<file path="config.mk">
export PLATFORM = sky130hd
export DESIGN_NAME = usb_spectrum_tx
export DESIGN_NICKNAME = d
export VERILOG_FILES = /design/src/rtl/usb_spectrum_tx.sv
export SDC_FILE = /design/constraint.sdc
export NUM_CORES = 1
export LEC_CHECK = 0
export ABC_AREA = 1
export BUFFER_PORTS_ARGS = -buffer_cell sky130_fd_sc_hd__buf_2
export CAP_MARGIN = 40
export CORE_ASPECT_RATIO = 0.6
export CORE_UTILIZATION = 35
export DETAILED_ROUTE_END_ITERATION = 12
export SKIP_CTS_REPAIR_TIMING = 1
export SYNTH_ARGS = -nofsm -noshare
export SYNTH_HDL_FRONTEND = slang
export SYNTH_SLANG_ARGS = --single-unit
</file>
<file path="constraint.sdc">
create_clock -name CLOCK_50 -period 6.35 [get_ports CLOCK_50]
set_clock_uncertainty 0.15 [all_clocks]
set_input_delay 0 -clock CLOCK_50 [delete_from_list [all_inputs] [get_ports CLOCK_50]]
set_output_delay 0 -clock CLOCK_50 [all_outputs]
set_load 0.1 [all_outputs]
</file>
<file path="src/rtl/usb_spectrum_tx.sv">
// usb_spectrum_tx
// Streams a stored channel-count spectrum to the host over the ISP1362 USB
// write port. A dump_req starts one frame:
//   HEADER, N_CH[15:0], {count[15:0], count[31:16]} x N_CH, checksum
// The checksum is the 16-bit wrapping sum of the 2*N_CH payload words only.
//
// Ports:
//   CLOCK_50        in   system clock, rising edge
//   rst             in   synchronous active-high reset
//   dump_req        in   single-cycle frame request (ignored while busy)
//   abort           in   terminates the current frame, no done
//   channel_address out  spectrum memory read address (held between fetches)
//   channel_count   in   memory data, valid one cycle after the address
//   usb_write_data  out  word to the bridge
//   usb_write_en    out  word valid
//   usb_write_wait  in   bridge backpressure; a word moves when en && !wait
//   busy            out  frame in progress
//   done            out  one-cycle pulse after the checksum is accepted
module usb_spectrum_tx #(
  parameter int          N_CH   = 1024,
  parameter int          ADDR_W = 10,
  parameter logic [15:0] HEADER = 16'hA55A
) (
  input  logic              CLOCK_50,
  input  logic              rst,
  input  logic              dump_req,
  input  logic              abort,
  output logic [ADDR_W-1:0] channel_address,
  input  logic [31:0]       channel_count,
  output logic [15:0]       usb_write_data,
  output logic              usb_write_en,
  input  logic              usb_write_wait,
  output logic              busy,
  output logic              done
);

  typedef enum logic [2:0] {
    IDLE  = 3'd0,
    HDR   = 3'd1,
    LEN   = 3'd2,
    FETCH = 3'd3,
    CAP   = 3'd4,
    LO    = 3'd5,
    HI    = 3'd6,
    SUM   = 3'd7
  } state_t;

  // One extra counter bit so the last-channel compare cannot alias when
  // N_CH fills the whole address space.
  localparam logic [ADDR_W:0] LAST_CH  = (ADDR_W+1)'(N_CH - 1);
  localparam logic [15:0]     LEN_WORD = 16'(N_CH);

  state_t            state_reg, state_next;
  logic [ADDR_W:0]   ch_reg, ch_next;
  logic [ADDR_W-1:0] addr_reg, addr_next;
  logic [31:0]       hold_reg, hold_next;
  logic [15:0]       sum_reg, sum_next;
  logic              done_reg, done_next;
  logic              accept;

  always_ff @(posedge CLOCK_50) begin
    if (rst) begin
      state_reg <= IDLE;
      ch_reg    <= '0;
      addr_reg  <= '0;
      hold_reg  <= '0;
      sum_reg   <= '0;
      done_reg  <= 1'b0;
    end else begin
      state_reg <= state_next;
      ch_reg    <= ch_next;
      addr_reg  <= addr_next;
      hold_reg  <= hold_next;
      sum_reg   <= sum_next;
      done_reg  <= done_next;
    end
  end

  // Word-presenting states drive en purely from state, so data/en stay
  // stable for as long as the bridge holds wait high.
  always_comb begin
    usb_write_en = (state_reg == HDR) || (state_reg == LEN) ||
                   (state_reg == LO)  || (state_reg == HI)  ||
                   (state_reg == SUM);
  end

  assign accept = usb_write_en && !usb_write_wait;

  always_comb begin
    state_next     = state_reg;
    ch_next        = ch_reg;
    addr_next      = addr_reg;
    hold_next      = hold_reg;
    sum_next       = sum_reg;
    done_next      = 1'b0;
    usb_write_data = 16'h0000;

    case (state_reg)
      IDLE: begin
        if (dump_req) begin
          state_next = HDR;
          ch_next    = '0;
          sum_next   = '0;
        end
      end
      HDR: begin
        usb_write_data = HEADER;
        if (accept) state_next = LEN;
      end
      LEN: begin
        usb_write_data = LEN_WORD;
        if (accept) begin
          state_next = FETCH;
          // Address is registered on entry to FETCH so the memory sees it
          // throughout FETCH and returns data during CAP.
          addr_next  = ch_reg[ADDR_W-1:0];
        end
      end
      FETCH: begin
        state_next = CAP;
      end
      CAP: begin
        hold_next  = channel_count;
        state_next = LO;
      end
      LO: begin
        usb_write_data = hold_reg[15:0];
        if (accept) begin
          sum_next   = sum_reg + hold_reg[15:0];
          state_next = HI;
        end
      end
      HI: begin
        usb_write_data = hold_reg[31:16];
        if (accept) begin
          sum_next = sum_reg + hold_reg[31:16];
          if (ch_reg == LAST_CH) begin
            state_next = SUM;
          end else begin
            ch_next    = ch_reg + 1'b1;
            addr_next  = ch_next[ADDR_W-1:0];
            state_next = FETCH;
          end
        end
      end
      SUM: begin
        usb_write_data = sum_reg;
        if (accept) begin
          state_next = IDLE;
          done_next  = 1'b1;
        end
      end
      default: state_next = IDLE;
    endcase

    // Abort dominates everything, including a coincident dump_req in IDLE
    // and a checksum accept (no done for an aborted frame).
    if (abort) begin
      state_next = IDLE;
      done_next  = 1'b0;
    end
  end

  assign channel_address = addr_reg;
  assign busy            = (state_reg != IDLE);
  assign done            = done_reg;

endmodule

</file>
Word level (Yosys, flattened, before mapping)
Cells that the tools add are included.
Widths: inputs -> output; s select.
- logic and storage cells: 64
- flip-flop bits (word level): 73
- add/sub/neg operators: 3
- reduce and logical (&&, ||, !) cells: 17
- bitwise logic cells: 1
- mux-type cells: 22
- equality and inequality tests: 15
- operators by type and width (operator ; number):
    $pmux 16 s5 ; 1
    $mux 16 ; 3
    $pmux 16 s3 ; 1
    $mux 11 ; 3
    $add 16x16->16 ; 2
    $mux 10 ; 3
    $pmux 3 s8 ; 1
    $pmux 11 s2 ; 1
    $mux 3 ; 7
    $pmux 10 s2 ; 1
    $ne 2x2->1 const B ; 7
    $eq 3x3->1 const B ; 4
    $reduce_and 4->1 ; 3
    $add 11x1->11 const B ; 1
    $eq 11x10->1 const B ; 1
    $eq 3x2->1 const B ; 2
    $reduce_and 6->1 ; 1
    $reduce_bool 3->1 ; 2
    $logic_or 1x1->1 ; 4
    $reduce_bool 2->1 ; 2
    $eq 3x1->1 const B ; 1
    $logic_not 3->1 ; 1
    $reduce_or 3->1 ; 1
    $reduce_or 2->1 ; 1
    other kinds (4) ; 4

Depth between registers and ports, before layout
- depth in word-level cells: 8
- mapped depth: 17
- gate-level depth less buffers: 16

Least setup slack after synthesis
OpenSTA, ideal clock, no wires.
- kind: reg-to-reg
- from: reg state_reg[1]
- to: reg sum_reg[7]
- setup time: 0.132 ns
- cell stages (with the launch flop): 15
- data arrival time: 2.338 ns
- path slack: 3.730 ns
- cells stage by stage: dfxtp_1 -> buf_4 -> nand3_4 -> inv_4 -> buf_2 -> buf_2 -> nand2_1 -> o21ai_0 -> ha_1 -> or2_2 -> nand3_1 -> nand2_1 -> or2_2 -> nand3_1 -> a21oi_1
- cells in the longest elaborated chain, start to end: 8
- elaborated cells between the ends (all ways): 17
- classes of those cells: eq/ne: 8; mux: 1; reduce/logical: 8
- RTL lines (element ; RTL line ; text):
    from (decl) ; 53 ; state_t state_reg, state_next;
    from (signal assigned) ; 70 ; state_reg <= state_next;
    $eq 3x1->1 or $eq 3x2->1 (tied branches) ; 82 ; usb_write_en = (state_reg == HDR) || (state_reg == LEN) ||
    $logic_or 1x1->1 (2 in series) ; 82 ;
    $logic_or 1x1->1 (2 in series) ; 83 ; (state_reg == LO) || (state_reg == HI) ||
    $logic_and 1x1->1 ; 87 ; assign accept = usb_write_en && !usb_write_wait;
    $ne 2x2->1 (no source line) ; -- ;
    $reduce_and 4->1 (no source line) ; -- ;
    to (signal assigned) ; 74 ; sum_reg <= sum_next;
    to (decl) ; 57 ; logic [15:0] sum_reg, sum_next;
Parallel ways exist; a longest one is shown, timed or not.
A chain may end at the register's enable or synchronous reset.

Worst setup path after layout
- from: reg state_reg[1]
- to: reg sum_reg[8]
Same word-level chain as after synthesis.

==> load_flow_metrics.sql <==
INSERT INTO impl_metrics (metric_group, metric, value, unit) VALUES
('cells_and_area', 'final_util', '45.0', '%'),
('run_status', 'outcome', 'complete, no violations', ''),
('pwr', 'pwr_per_cell_area', '215', 'nW/um^2'),
('routing', 'post_drt_wl_per_cell', '13.9', 'um'),
('grt', 'globalRoute.totalOverflow', '0', ''),
('cells_and_area', 'antenna_cells_inserted', '0', ''),
('floorplanning', 'die_area', '13100', 'sq um'),
('placed_design', 'io_buffers', '65', ''),
('routing', 'detailedRoute.firstIterationViolations', '323', ''),
('floorplanning', 'design.portCount', '66', ''),
('yosys', 'synth_sequential_area_ratio', '33.1', '%'),
('yosys', 'yosys_most_used_dff', 'sky130_fd_sc_hd__dfxtp_1', ''),
('timing', 'slew_headroom', '59.6', '%'),
('pwr', 'seq_power_share', '40.9', '%'),
('cells_and_area', 'num-nets-final', '834', ''),
('grt', 'antenna_violations_before_repair', '0', ''),
('pwr', 'cell_internal_pwr', '0.824', 'mW'),
('timing', 'fmaxAchievable', '312', 'MHz'),
('placed_design', 'postPlaceCellArea', '4830', 'sq um'),
('cells_and_area', 'largest_reg_flops', '32', ''),
('timing', 'final_min_period_over_clock_period', '50.4', '%'),
('routing', 'ant_nets', '0', ''),
('cts', 'root_buffer', 'sky130_fd_sc_hd__clkbuf_16', ''),
('worst_setup_path', 'critPathCaptureType', 'flop', ''),
('timing', 'timing.final.max_slew_violations', '0', ''),
('cts', 'ctsHtreeMaxLevel', '3', ''),
('yosys', 'yosysUniqueCellTypes', '35', ''),
('yosys', 'synth_largest_area_cell', 'sky130_fd_sc_hd__dfxtp_1', ''),
('yosys', 'synth-edff-count', '0', ''),
('cells_and_area', 'final_cell_area', '5480', 'sq um'),
('routing', 'vias', '4651', ''),
('pwr', 'p_leak', '2.71', 'nW'),
('pwr', 'power.switching_fraction', '30.0', '%'),
('flow_run', 'maxCapViolations', '0', ''),
('cts', 'clk_transition_reported_paths', '0.06', 'ns'),
('timing', 'tightestPinTransition', '0.606', 'ns'),
('floorplanning', 'die_height', '89.0', 'um'),
('timing', 'endpoints_failing_hold', '0', ''),
('cells_and_area', 'area.growth.synth_to_final', '24.1', '%'),
('floorplanning', 'fp.coreArea', '12200', 'sq um'),
('cts', 'clock_latency', '0.34', 'ns'),
('worst_setup_path', 'worst-endpoint-arrival', '3.32', 'ns'),
('yosys', 'syn-mean-instance-area', '6.43', 'sq um'),
('yosys', 'synth_nets', '745', ''),
('routing', 'vias_per_cell', '4.93', ''),
('yosys', 'mappedNetlistArea', '4410', 'sq um'),
('grt', 'grt_pass1_vias', '3917', ''),
('pwr', 'comb_power_share', '16.8', '%'),
('floorplanning', 'initial_core_util', '36.2', '%'),
('routing', 'post-route-drc-count', '0', ''),
('worst_setup_path', 'worstPathRequired', '6.47', 'ns'),
('yosys', 'yosysWarningCount', '0', ''),
('cells_and_area', 'final.fill_count', '1266', ''),
('placed_design', 'detailed_place_hpwl', '9710', 'um'),
('yosys', 'ys_top_cells_by_area', 'sky130_fd_sc_hd__dfxtp_1, sky130_fd_sc_hd__nand2_1, sky130_fd_sc_hd__o21ai_0, sky130_fd_sc_hd__nor2_1, sky130_fd_sc_hd__inv_1', ''),
('timing', 'final.setup.tns', '0', 'ns'),
('routing', 'total_wire_length_after_detailed_routing', '13100', 'um'),
('worst_setup_path', 'setup.worst_path.start_class', 'flop', ''),
('floorplanning', 'count_of_standard_cell_rows', '31', ''),
('worst_setup_path', 'critPathKind', 'flop to flop', ''),
('cells_and_area', 'mostFrequentLayoutCells', 'sky130_fd_sc_hd__nand2_1, sky130_fd_sc_hd__nor2_1, sky130_fd_sc_hd__dfxtp_1', ''),
('timing', 'setup_viol', '0', ''),
('grt', 'grt_max_degree', '53', ''),
('routing', 'firstDrtPassIters', '5', ''),
('cts', 'clk_path_buf_depth', '2', ''),
('timing', 'rsz0062_at_grt', 'no', ''),
('placed_design', 'place_congestion', '0.890', ''),
('cells_and_area', 'most_common_library_cell_in_the_layout_ignoring_fill_and_taps', 'sky130_fd_sc_hd__nand2_1', ''),
('yosys', 'yosysTopAreaCellShare', '33.1', '%'),
('cts', 'tritoncts', 'built', ''),
('yosys', 'syn-instance-count', '687', '');
[Yosys cell counts (2+ instances only)]
master,instances
sky130_fd_sc_hd__xor2_1,3
sky130_fd_sc_hd__o21ai_0,72
sky130_fd_sc_hd__clkbuf_1,15
sky130_fd_sc_hd__nand3b_1,3
sky130_fd_sc_hd__nor2_4,2
sky130_fd_sc_hd__nor3_1,6
sky130_fd_sc_hd__nand4_1,4
sky130_fd_sc_hd__o211ai_1,11
sky130_fd_sc_hd__inv_2,2
sky130_fd_sc_hd__buf_4,2
sky130_fd_sc_hd__nor2_2,3
sky130_fd_sc_hd__nand2_1,185
sky130_fd_sc_hd__buf_6,3
sky130_fd_sc_hd__a21oi_1,50
sky130_fd_sc_hd__nand2_4,4
sky130_fd_sc_hd__buf_2,5
sky130_fd_sc_hd__dfxtp_1,73
sky130_fd_sc_hd__ha_1,20
sky130_fd_sc_hd__nor2_1,95
sky130_fd_sc_hd__inv_4,4
sky130_fd_sc_hd__nand2_2,3
sky130_fd_sc_hd__nand3_1,33
sky130_fd_sc_hd__xnor2_1,2
sky130_fd_sc_hd__a21oi_2,2
sky130_fd_sc_hd__or2_2,4
sky130_fd_sc_hd__inv_1,72
[cells by family (layout without fill, tap and decap cells)]
kind of cell             count (synthesis)  in the layout  synth area share, %
flip-flops                              73             73                 33.1
buffers and inverters                  104            196                 9.89
XOR/XNOR                                 5              5                0.992
AND/OR/NAND/NOR                        343            343                 32.7
AO/OA/AOI/OAI                          141            141                 17.2
adder cells (fa/ha/maj)                 21             21                 6.12
[per-layer routing]
metal | vias up | wire length (um) | global-route usage, %
li1 | 2380 | - | -
met1 | 2101 | 7190 | 32.1
met2 | 160 | 4910 | 26.1
met3 | 10 | 932 | 5.20
met4 | 0 | 103 | 4.69
met5 | - | 0 | 0
[through the flow]
stage          hold slack, ns  cells  power, mW  worst slack (ns)
6_report                0.141    944       1.18              3.15
5_1_grt                 0.229    944       1.22              2.90
4_1_cts                -0.279    908       1.17              3.16
3_5_place_dp           0.0761    894      0.670              3.17
3_3_place_gp           0.0731    894      0.669              3.34
2_1_floorplan         -0.0707    687      0.632              3.73
[critical path: stages, from the launching register on]
cell and delay [ns]:
sky130_fd_sc_hd__dfxtp_1 0.58, sky130_fd_sc_hd__nand3_4 0.30, sky130_fd_sc_hd__inv_4 0.40, sky130_fd_sc_hd__nand2_1 0.12
sky130_fd_sc_hd__o21ai_0 0.12, sky130_fd_sc_hd__ha_1 0.21, sky130_fd_sc_hd__inv_1 0.06, sky130_fd_sc_hd__fa_1 0.40
sky130_fd_sc_hd__inv_1 0.09, sky130_fd_sc_hd__nand3_1 0.07, sky130_fd_sc_hd__nand3_1 0.14, sky130_fd_sc_hd__nand2_1 0.07
sky130_fd_sc_hd__nand2_1 0.07, sky130_fd_sc_hd__xor2_1 0.15, sky130_fd_sc_hd__nand2_1 0.06, sky130_fd_sc_hd__a21oi_1 0.13
[path summary, 6_finish.rpt]
check / endpoint / startpoint / cells after the start / slack, ns
hold / removal: state_reg[0] / dump_req / 4 / 0.14
hold reg to reg: channel_address[5] / channel_address[5] / 2 / 0.31
setup / recovery: sum_reg[8] / state_reg[1] / 15 / 3.15
setup reg to reg: sum_reg[8] / state_reg[1] / 15 / 3.15
[power by group through the flow]
stage / logic [mW] / registers [mW] / clock network [mW]
after floorplan: 0.115 / 0.516 / 0
after global placement: 0.178 / 0.491 / 0
after detailed placement: 0.179 / 0.491 / 0
after CTS: 0.180 / 0.481 / 0.509
after global routing: 0.211 / 0.483 / 0.529
final: 0.198 / 0.482 / 0.498
[layout make-up]
| class | count | area [sq um] | share of cell area (%) |
|---|---|---|---|
| clock buffers | 9 | 225 | 4.11 |
| clock inverters | 5 | 58.8 | 1.07 |
| inverters | 78 | 303 | 5.53 |
| well taps | 165 | 206 | 3.77 |
| repair buffers | 104 | 708 | 12.9 |
| flip-flops and latches | 73 | 1460 | 26.7 |
| multi-input cells | 510 | 2520 | 45.9 |
Note: power is estimated with default switching activity, not from simulation.
